===== config.mk =====
export PLATFORM = sky130hd
export DESIGN_NAME = if_fetch_unit
export DESIGN_NICKNAME = d
export VERILOG_FILES = /design/src/rtl/if_fetch_unit.sv
export SDC_FILE = /design/constraint.sdc
export NUM_CORES = 1
export LEC_CHECK = 0
export ABC_AREA = 1
export BUFFER_PORTS_ARGS = -buffer_cell sky130_fd_sc_hd__clkbuf_2
export CORE_ASPECT_RATIO = 0.5
export CORE_MARGIN = 3
export CORE_UTILIZATION = 25
export CTS_BUF_LIST = sky130_fd_sc_hd__clkbuf_8
export DETAILED_ROUTE_END_ITERATION = 10
export PLACE_DENSITY = 0.45
export SLEW_MARGIN = 20
export SYNTH_ARGS = -nofsm -noshare
export SYNTH_HDL_FRONTEND = slang
export SYNTH_SLANG_ARGS = --single-unit

===== constraint.sdc =====
create_clock -name clock -period 1.7 [get_ports clock]
set_input_delay 0.17 -clock clock [delete_from_list [all_inputs] [get_ports clock]]
set_output_delay 0.17 -clock clock [all_outputs]
set_load 0.005 [all_outputs]

===== src/rtl/if_fetch_unit.sv =====
// Instruction-fetch stage: PC ownership, imem req/ready handshake,
// and the IF/ID pipeline register with stall and redirect handling.
module if_fetch_unit #(
    parameter logic [31:0] RESET_PC = 32'h0000_0000
) (
    input  logic        clock,
    input  logic        reset,
    input  logic        PCWrite,
    input  logic        IFID_Write,
    input  logic        branch_taken,
    input  logic [31:0] branch_target,
    output logic        imem_req,
    output logic [31:0] imem_addr,
    input  logic [31:0] imem_rdata,
    input  logic        imem_ready,
    output logic [31:0] IF_ID_instr,
    output logic [31:0] IF_ID_PCplus4,
    output logic        IF_ID_valid
);

    typedef enum logic [1:0] {
        FETCH = 2'd0,
        HOLD  = 2'd1,
        DRAIN = 2'd2
    } state_e;

    state_e      state_q, state_d;
    logic [31:0] pc_q, pc_d;
    logic [31:0] hold_q, hold_d;
    logic [31:0] drain_addr_q, drain_addr_d;
    logic [31:0] instr_q, instr_d;
    logic [31:0] pc4_q, pc4_d;
    logic        valid_q, valid_d;

    logic        accept;
    logic [31:0] pc_plus4;

    assign accept   = PCWrite & IFID_Write;
    assign pc_plus4 = pc_q + 32'd4;

    // The request is withdrawn only while a fetched word sits in the buffer.
    assign imem_req  = reset & (state_q != HOLD);
    // An abandoned fetch keeps presenting its original address until it ends.
    assign imem_addr = (state_q == DRAIN) ? drain_addr_q : pc_q;

    assign IF_ID_instr   = instr_q;
    assign IF_ID_PCplus4 = pc4_q;
    assign IF_ID_valid   = valid_q;

    // Next-state, next-PC and IF/ID load decisions; redirect wins over all.
    always_comb begin
        state_d      = state_q;
        pc_d         = pc_q;
        hold_d       = hold_q;
        drain_addr_d = drain_addr_q;
        instr_d      = instr_q;
        pc4_d        = pc4_q;
        valid_d      = valid_q;

        if (branch_taken) begin
            pc_d    = branch_target & ~32'h3;
            hold_d  = 32'h0;
            instr_d = 32'h0;
            pc4_d   = 32'h0;
            valid_d = 1'b0;
            unique case (state_q)
                FETCH: begin
                    if (!imem_ready) begin
                        state_d      = DRAIN;
                        drain_addr_d = pc_q;
                    end else begin
                        state_d = FETCH;
                    end
                end
                DRAIN: begin
                    state_d = imem_ready ? FETCH : DRAIN;
                end
                default: begin
                    state_d = FETCH;
                end
            endcase
        end else begin
            unique case (state_q)
                FETCH: begin
                    if (imem_ready) begin
                        if (accept) begin
                            instr_d = imem_rdata;
                            pc4_d   = pc_plus4;
                            valid_d = 1'b1;
                            pc_d    = pc_plus4;
                        end else begin
                            hold_d  = imem_rdata;
                            state_d = HOLD;
                        end
                    end else if (IFID_Write) begin
                        instr_d = 32'h0;
                        pc4_d   = 32'h0;
                        valid_d = 1'b0;
                    end
                end
                HOLD: begin
                    if (accept) begin
                        instr_d = hold_q;
                        pc4_d   = pc_plus4;
                        valid_d = 1'b1;
                        pc_d    = pc_plus4;
                        state_d = FETCH;
                    end
                end
                DRAIN: begin
                    if (imem_ready) begin
                        state_d = FETCH;
                    end
                    if (IFID_Write) begin
                        instr_d = 32'h0;
                        pc4_d   = 32'h0;
                        valid_d = 1'b0;
                    end
                end
                default: begin
                    state_d = FETCH;
                end
            endcase
        end
    end

    // State, PC, buffers and IF/ID register with async active-low reset.
    always_ff @(posedge clock or negedge reset) begin
        if (!reset) begin
            state_q      <= FETCH;
            pc_q         <= RESET_PC;
            hold_q       <= 32'h0;
            drain_addr_q <= 32'h0;
            instr_q      <= 32'h0;
            pc4_q        <= 32'h0;
            valid_q      <= 1'b0;
        end else begin
            state_q      <= state_d;
            pc_q         <= pc_d;
            hold_q       <= hold_d;
            drain_addr_q <= drain_addr_d;
            instr_q      <= instr_d;
            pc4_q        <= pc4_d;
            valid_q      <= valid_d;
        end
    end

endmodule


==> out/results.txt, run 1 <==
status: finished with violations
violated checks: setup timing
routed wire length: 42.4 mm
IO Count: 168
die height: 145 um
final worst path period need: 1970 ps
Worst path max stage delay: 400 ps
CTS tree: built
Worst-Skew Late Latency: 500 ps
Setup crit end kind: output pin
WHS: 50.1 ps
register-to-register path setup slack: -200 ps
Port Buffers: 163
Clk pwr share: 0.120
asr flop ratio synth: 1.00
Critical Path RT: 1530 ps
total die area: 41,200 sq um
Worst Hold Depth: 4
Final Cycle Share: 1.16
Core Rows: 50
Synth Instances: 1,360
cell area after layout: 14,900 sq um
Yosys top cell area share: 0.412
Max Clk Rate: 507 MHz
CP Max Fanout: 8
GPL Wtd Cong: 0.827
final setup TNS: -16,130 ps
Leak Pwr: 6.87 nW
count leader, synth: nand2_1
Area after DPL: 11,800 sq um
core footprint: 37,700 sq um
Hold Vio Cnt, Final: 0
Yosys reg bits: 159
largest net degree at the start of global routing: 62
Initial Utilization: 0.256
unrepaired setup endpoints after global routing: yes
dpl ws: -398 ps
die width: 284 um
Hold Path Sink: pc_q[23]
Ys Warns: 0
Worst path slowest cell: dfrtp_1
Net Sw Frac: 0.455
Top Family by Delay on Critical Path: buffers and inverters
synth cell count leaders: nand2_1 (412), o21ai_0 (165), dfrtp_1 (159)
r2r endpoint: pc_q[17]
Gate power share: 0.633
Max Clock Skew: 15.8 ps
crit-path cells: buf_6, ha_4, buf_12, buf_16, o21ai_4, clkbuf_2
number of max-cap violations: 0
CP bufs+invs: 4
Hold Path Class: input pin to register
Seq/Total Area, Yosys: 0.412
final worst slack: -272 ps
CP arrival: 1800 ps
Mean Syn Cell Area: 7.10 sq um
grt ovf: 0
H-Tree Level Count: 4
clock sinks: 159
pwr dens: 1600 nW/um^2
GRT Util Overall: 0.195
total power: 23.9 mW
1st-iter DRT viols: 852
cells on worst reg2reg path: 13
DRC: 0
Pre-Repair DR Iteration Count: 5
Slew Limit Fails: 0
vias in the first global route: 10,637
via count: 10,842
Area contributors post-synth: dfrtp_1 (41%), nand2_1 (16%), o21ai_0 (8.5%), inv_1 (4.4%), nor2_1 (3.8%)
antenna violations before repair: 1
Avg WL per Cell: 19.3 um
post-route ant nets: 0
critical path launch point type: register
Hold Startpoint: branch_target[23]
Slew @ Worst Pin: 586 ps
routed vias/inst: 4.93
sequential power share: 0.248
Post-synth EDFFs: 0
Final setup viols: 124
Worst VDD drop: 0.746 mV
crit path kind: register to output pin
Clock Tree Root: clkbuf_8
switching pwr: 10.9 mW
nets@finish: 1,740
CTS buffer count: 17
fillers: 3,899
dominant synthesized flop cell: dfrtp_1
Clock Path Buffers: 2
Int Power: 13.0 mW
Unique masters post-synth: 34
first-pass GRT wire length: 63.0 mm
R2R Path Start: state_q[1]
Area growth syn-to-layout: 54.6%
CTS clock-pin slew for the worst setup and hold paths: 100 ps
hpwl dp: 25.3 mm
layout cells sized above 1: 0.345
Yosys top cell by area: dfrtp_1
Syn Std Cell Area: 9660 sq um
slew margin rel.: 0.609
-- cell usage in the layout (no fill, tap or decap), types with 8 or more instances in the layout --
cell / netlist / final
inv_2: 11 / 11
a21oi_1: 62 / 40
nor2_2: 4 / 8
clkbuf_16: 0 / 11
nand2_1: 412 / 377
nand3_1: 54 / 42
o21ai_1: 15 / 44
a211oi_2: 0 / 12
a22oi_1: 22 / 13
o22ai_2: 0 / 11
o221ai_1: 35 / 32
o21ai_4: 0 / 10
o21ai_0: 165 / 90
dfrtp_1: 159 / 159
nor2_1: 98 / 78
nand2_2: 4 / 30
buf_2: 26 / 19
clkbuf_2: 0 / 142
o21ai_2: 1 / 37
a22oi_2: 0 / 9
o22ai_1: 24 / 8
a21oi_2: 0 / 22
buf_8: 0 / 9
nor2_4: 6 / 23
buf_12: 0 / 30
a21o_1: 8 / 8
buf_4: 6 / 72
o2111ai_1: 34 / 31
dlygate4sd3_1: 0 / 51
nand2_4: 0 / 8
buf_6: 1 / 29
nand3_2: 2 / 9
inv_1: 114 / 111
buf_16: 0 / 11
clkbuf_8: 0 / 20
-- per-layer routing --
| metal | global-route usage | vias up | part of all wire |
|---|---|---|---|
| met5 | 0 | - | 0 |
| met1 | 0.261 | 5297 | 0.45 |
| met3 | 0.0306 | 40 | 0.048 |
| met2 | 0.330 | 282 | 0.49 |
| li1 | - | 5223 | - |
| met4 | 0.0472 | 0 | 0.015 |
-- worst max-delay path by stage --
stage / startpoint / endpoint / slack [ps] / depth (start not counted)
3_3_place_gp: state_q[0] / IF_ID_instr[15] / -360 / 9
5_1_grt: state_q[0] / imem_addr[8] / -350 / 7
6_report: state_q[1] / imem_addr[31] / -270 / 6
3_5_place_dp: state_q[0] / IF_ID_instr[17] / -400 / 9
4_1_cts: state_q[1] / imem_addr[31] / -330 / 6
2_1_floorplan: state_q[0] / IF_ID_instr[0] / -30 / 8
-- worst reg2reg max path, stage by stage (launching register included) --
cell,delay [ps]
dfrtp_1,400
buf_4,150
inv_4,70
ha_4,140
buf_6,100
nor2_4,40
buf_6,120
nand2_4,60
nand3_4,130
inv_8,140
buf_12,150
o22ai_1,70
or2_1,240
inv_1,50
-- timing repair --
action / 4_1_cts / 5_1_grt
hold endpoints to repair: 139 / 0
resized for setup: 264 / 177
buffers inserted: 22 / 6
hold buffers: 51 / 0
setup endpoints to repair: 126 / 190
cloned: 11 / 15
pin swaps: 52 / 82
-- metrics by stage --
step,cells,utilization
5_1_grt,2200,0.396
3_5_place_dp,2064,0.313
6_report,2200,0.396
2_1_floorplan,1361,-
4_1_cts,2180,0.371
3_3_place_gp,2064,0.313
-- power groups by stage --
stage | registers (mW) | clock network (mW) | logic [mW]
floorplan | 5.70 | 0 | 6.11
global placement | 5.91 | 0 | 10.6
detailed placement | 5.88 | 0 | 10.6
CTS | 5.85 | 2.95 | 13.4
global route | 6.05 | 3.08 | 16.5
finish | 5.92 | 2.86 | 15.1
-- cell type report --
type	instances	area [sq um]	area share
Multi-Input combinational cell	988	5920	0.396
Sequential cell	159	3980	0.266
Timing Repair Buffer	374	3500	0.234
Tap cell	520	651	0.0436
Inverter	125	507	0.0339
Clock buffer	20	275	0.0184
Clock inverter	12	96.3	0.00645
Timing Repair inverter	1	11.3	0.000754
Antenna cell	1	2.50	0.000168
-- sequential cells by signal, summed over array words and instances, names as in the netlist --
signal         count
IF_ID_PCplus4     32
IF_ID_instr       32
IF_ID_valid        1
drain_addr_q      30
hold_q            32
pc_q              30
state_q            2
-- cell families after synthesis --
group	after synthesis	synth area share
AOI/OAI and AO/OA	387	0.244
other	1	0.000388
adders and majority gates	4	0.00518
DFF	159	0.412
and+or+nand+nor	594	0.249
buffers and inverters	215	0.0900
Power figures use the tool's default switching activity.
==> inputs of run 2 (changes only) <==
--- a/config.mk
+++ b/config.mk
@@ -10,7 +10,6 @@
 export CORE_ASPECT_RATIO = 0.5
 export CORE_MARGIN = 3
 export CORE_UTILIZATION = 25
-export CTS_BUF_LIST = sky130_fd_sc_hd__clkbuf_8
 export DETAILED_ROUTE_END_ITERATION = 10
 export PLACE_DENSITY = 0.45
 export SLEW_MARGIN = 20
==> out/results.txt, run 2 (synthesized netlist as in run 1, its figures left out) <==
Top Family by Delay on Critical Path: buffers and inverters (unchanged)
unrepaired setup endpoints after global routing: yes (unchanged)
layout cells sized above 1: 0.248 (was 0.345)
CP bufs+invs: 4 (unchanged)
Worst path slowest cell: dfrtp_1 (unchanged)
die height: 145 um (unchanged)
vias in the first global route: 10,217 (was 10,637)
post-route ant nets: 0 (unchanged)
Leak Pwr: 6.41 nW (was 6.87 nW)
Finished Layout Cells: 2,156 (was 2,200)
cell area after layout: 13,500 sq um (was 14,900 sq um)
Final Util: 0.359 (was 0.396)
first-pass GRT wire length: 60.6 mm (was 63.0 mm)
Worst-Skew Late Latency: 450 ps (was 500 ps)
Max Clk Rate: 520 MHz (was 507 MHz)
fillers: 4,000 (was 3,899)
Port Buffers: 163 (unchanged)
Worst path max stage delay: 370 ps (was 400 ps)
IO Count: 168 (unchanged)
number of max-cap violations: 0 (unchanged)
Initial Utilization: 0.256 (unchanged)
Area after DPL: 11,800 sq um (unchanged)
status: finished with violations (unchanged)
violated checks: setup timing (unchanged)
n_diodes: 0 (was 1)
routed vias/inst: 4.78 (was 4.93)
CTS tree: built (unchanged)
slew margin rel.: 0.664 (was 0.609)
Critical Path RT: 1530 ps (about the same)
crit path kind: register to output pin (unchanged)
Worst VDD drop: 0.869 mV (was 0.746 mV)
Clock Path Buffers: 2 (unchanged)
most common cell after layout, fill and taps aside: nand2_1 (unchanged)
dpl ws: -398 ps (unchanged)
via count: 10,305 (was 10,842)
GPL Wtd Cong: 0.827 (unchanged)
grt ovf: 0 (unchanged)
Hold Path Class: input pin to register (unchanged)
total power: 22.0 mW (was 23.9 mW)
H-Tree Level Count: 4 (unchanged)
antenna violations before repair: 0 (was 1)
Setup crit end kind: output pin (unchanged)
core footprint: 37,700 sq um (unchanged)
critical path launch point type: register (unchanged)
CTS buffer count: 17 (unchanged)
1st-iter DRT viols: 756 (was 852)
Area growth syn-to-layout: 40.2% (was 54.6%)
final worst path period need: 1920 ps (was 1970 ps)
total die area: 41,200 sq um (unchanged)
crit-path cells: buf_4, ha_4, buf_12, buf_16, o21ai_2, buf_2 (was buf_6, ha_4, buf_12, buf_16, o21ai_4, clkbuf_2)
nets@finish: 1,697 (was 1,740)
Max Clock Skew: 8.75 ps (was 15.8 ps)
WHS: 28.1 ps (was 50.1 ps)
CP arrival: 1750 ps (was 1800 ps)
Slew Limit Fails: 0 (unchanged)
Pre-Repair DR Iteration Count: 5 (unchanged)
DRC: 0 (unchanged)
die width: 284 um (unchanged)
final worst slack: -223 ps (was -272 ps)
Hold Vio Cnt, Final: 0 (unchanged)
GRT Util Overall: 0.187 (was 0.195)
CP Max Fanout: 9 (was 8)
dpl cells: 2,064 (unchanged)
CTS clock-pin slew for the worst setup and hold paths: 60 ps (was 100 ps)
Final setup viols: 113 (was 124)
Avg WL per Cell: 18.0 um (was 19.3 um)
most frequent cells in the layout: nand2_1 (404), dfrtp_1 (159), clkbuf_2 (143), o21ai_0 (133), inv_1 (112) (was nand2_1 (377), dfrtp_1 (159), clkbuf_2 (142), inv_1 (111), o21ai_0 (90))
hpwl dp: 25.3 mm (unchanged)
Core Rows: 50 (unchanged)
pwr dens: 1620 nW/um^2 (was 1600 nW/um^2)
largest net degree at the start of global routing: 62 (unchanged)
final setup TNS: -10,980 ps (was -16,130 ps)
Clock Tree Root: clkbuf_16 (was clkbuf_8)
clock sinks: 159 (unchanged)
Final Cycle Share: 1.13 (was 1.16)
Slew @ Worst Pin: 504 ps (was 586 ps)
routed wire length: 38.8 mm (was 42.4 mm)
==> run 2: cell type report <==
| cell class | count | area (sq um) | area share |
|---|---|---|---|
| multi-input cells | 988 | 5150 | 0.381 |
| clock buffers | 23 | 478 | 0.0353 |
| flip-flops and latches | 159 | 3980 | 0.294 |
| inverters | 125 | 469 | 0.0347 |
| clock inverters | 9 | 85.1 | 0.00628 |
| repair buffers | 332 | 2720 | 0.201 |
| well taps | 520 | 651 | 0.0481 |
==> run 2: worst min-delay path, stage by stage <==
cell      delay [ps]
clkbuf_2          90
o22ai_1           60
a21oi_1          110
==> run 2: power breakdown <==
group | internal (mW) | leakage (nW) | switching (mW)
sequential | 4.93 | 2.04 | 0.928
combinational | 5.33 | 4.10 | 6.98
clock | 2.13 | 0.269 | 1.70
total | 12.4 | 6.41 | 9.61
==> run 2: worst paths after layout <==
kind	startpoint	endpoint	slack (ps)	depth (start not counted)
hold / removal	branch_target[22]	pc_q[22]	30	3
setup / recovery	state_q[1]	imem_addr[19]	-220	6
setup reg to reg	state_q[1]	pc_q[18]	-160	11
min in group asynchronous	reset	drain_addr_q[30]	310	3
hold reg to reg	drain_addr_q[17]	drain_addr_q[17]	490	2
max in group asynchronous	reset	IF_ID_PCplus4[5]	740	4
==> run 2: layer usage <==
layer  track usage  vias to the layer above  routed length [um]
met2         0.314                      213               18700
met3        0.0305                       31                1410
met5             0                        -                   0
met1         0.253                     4926               18200
met4        0.0454                        0                 432
li1              -                     5135                   -
==> run 2: what timing repair did <==
item | in CTS | in global routing
hold endpoints to repair | 104 | 0
cloned | 6 | 3
setup buffers | 8 | 1
resized for setup | 113 | 47
hold buffers | 43 | 0
endpoints found under the setup margin | 126 | 158
pin swaps | 9 | 4
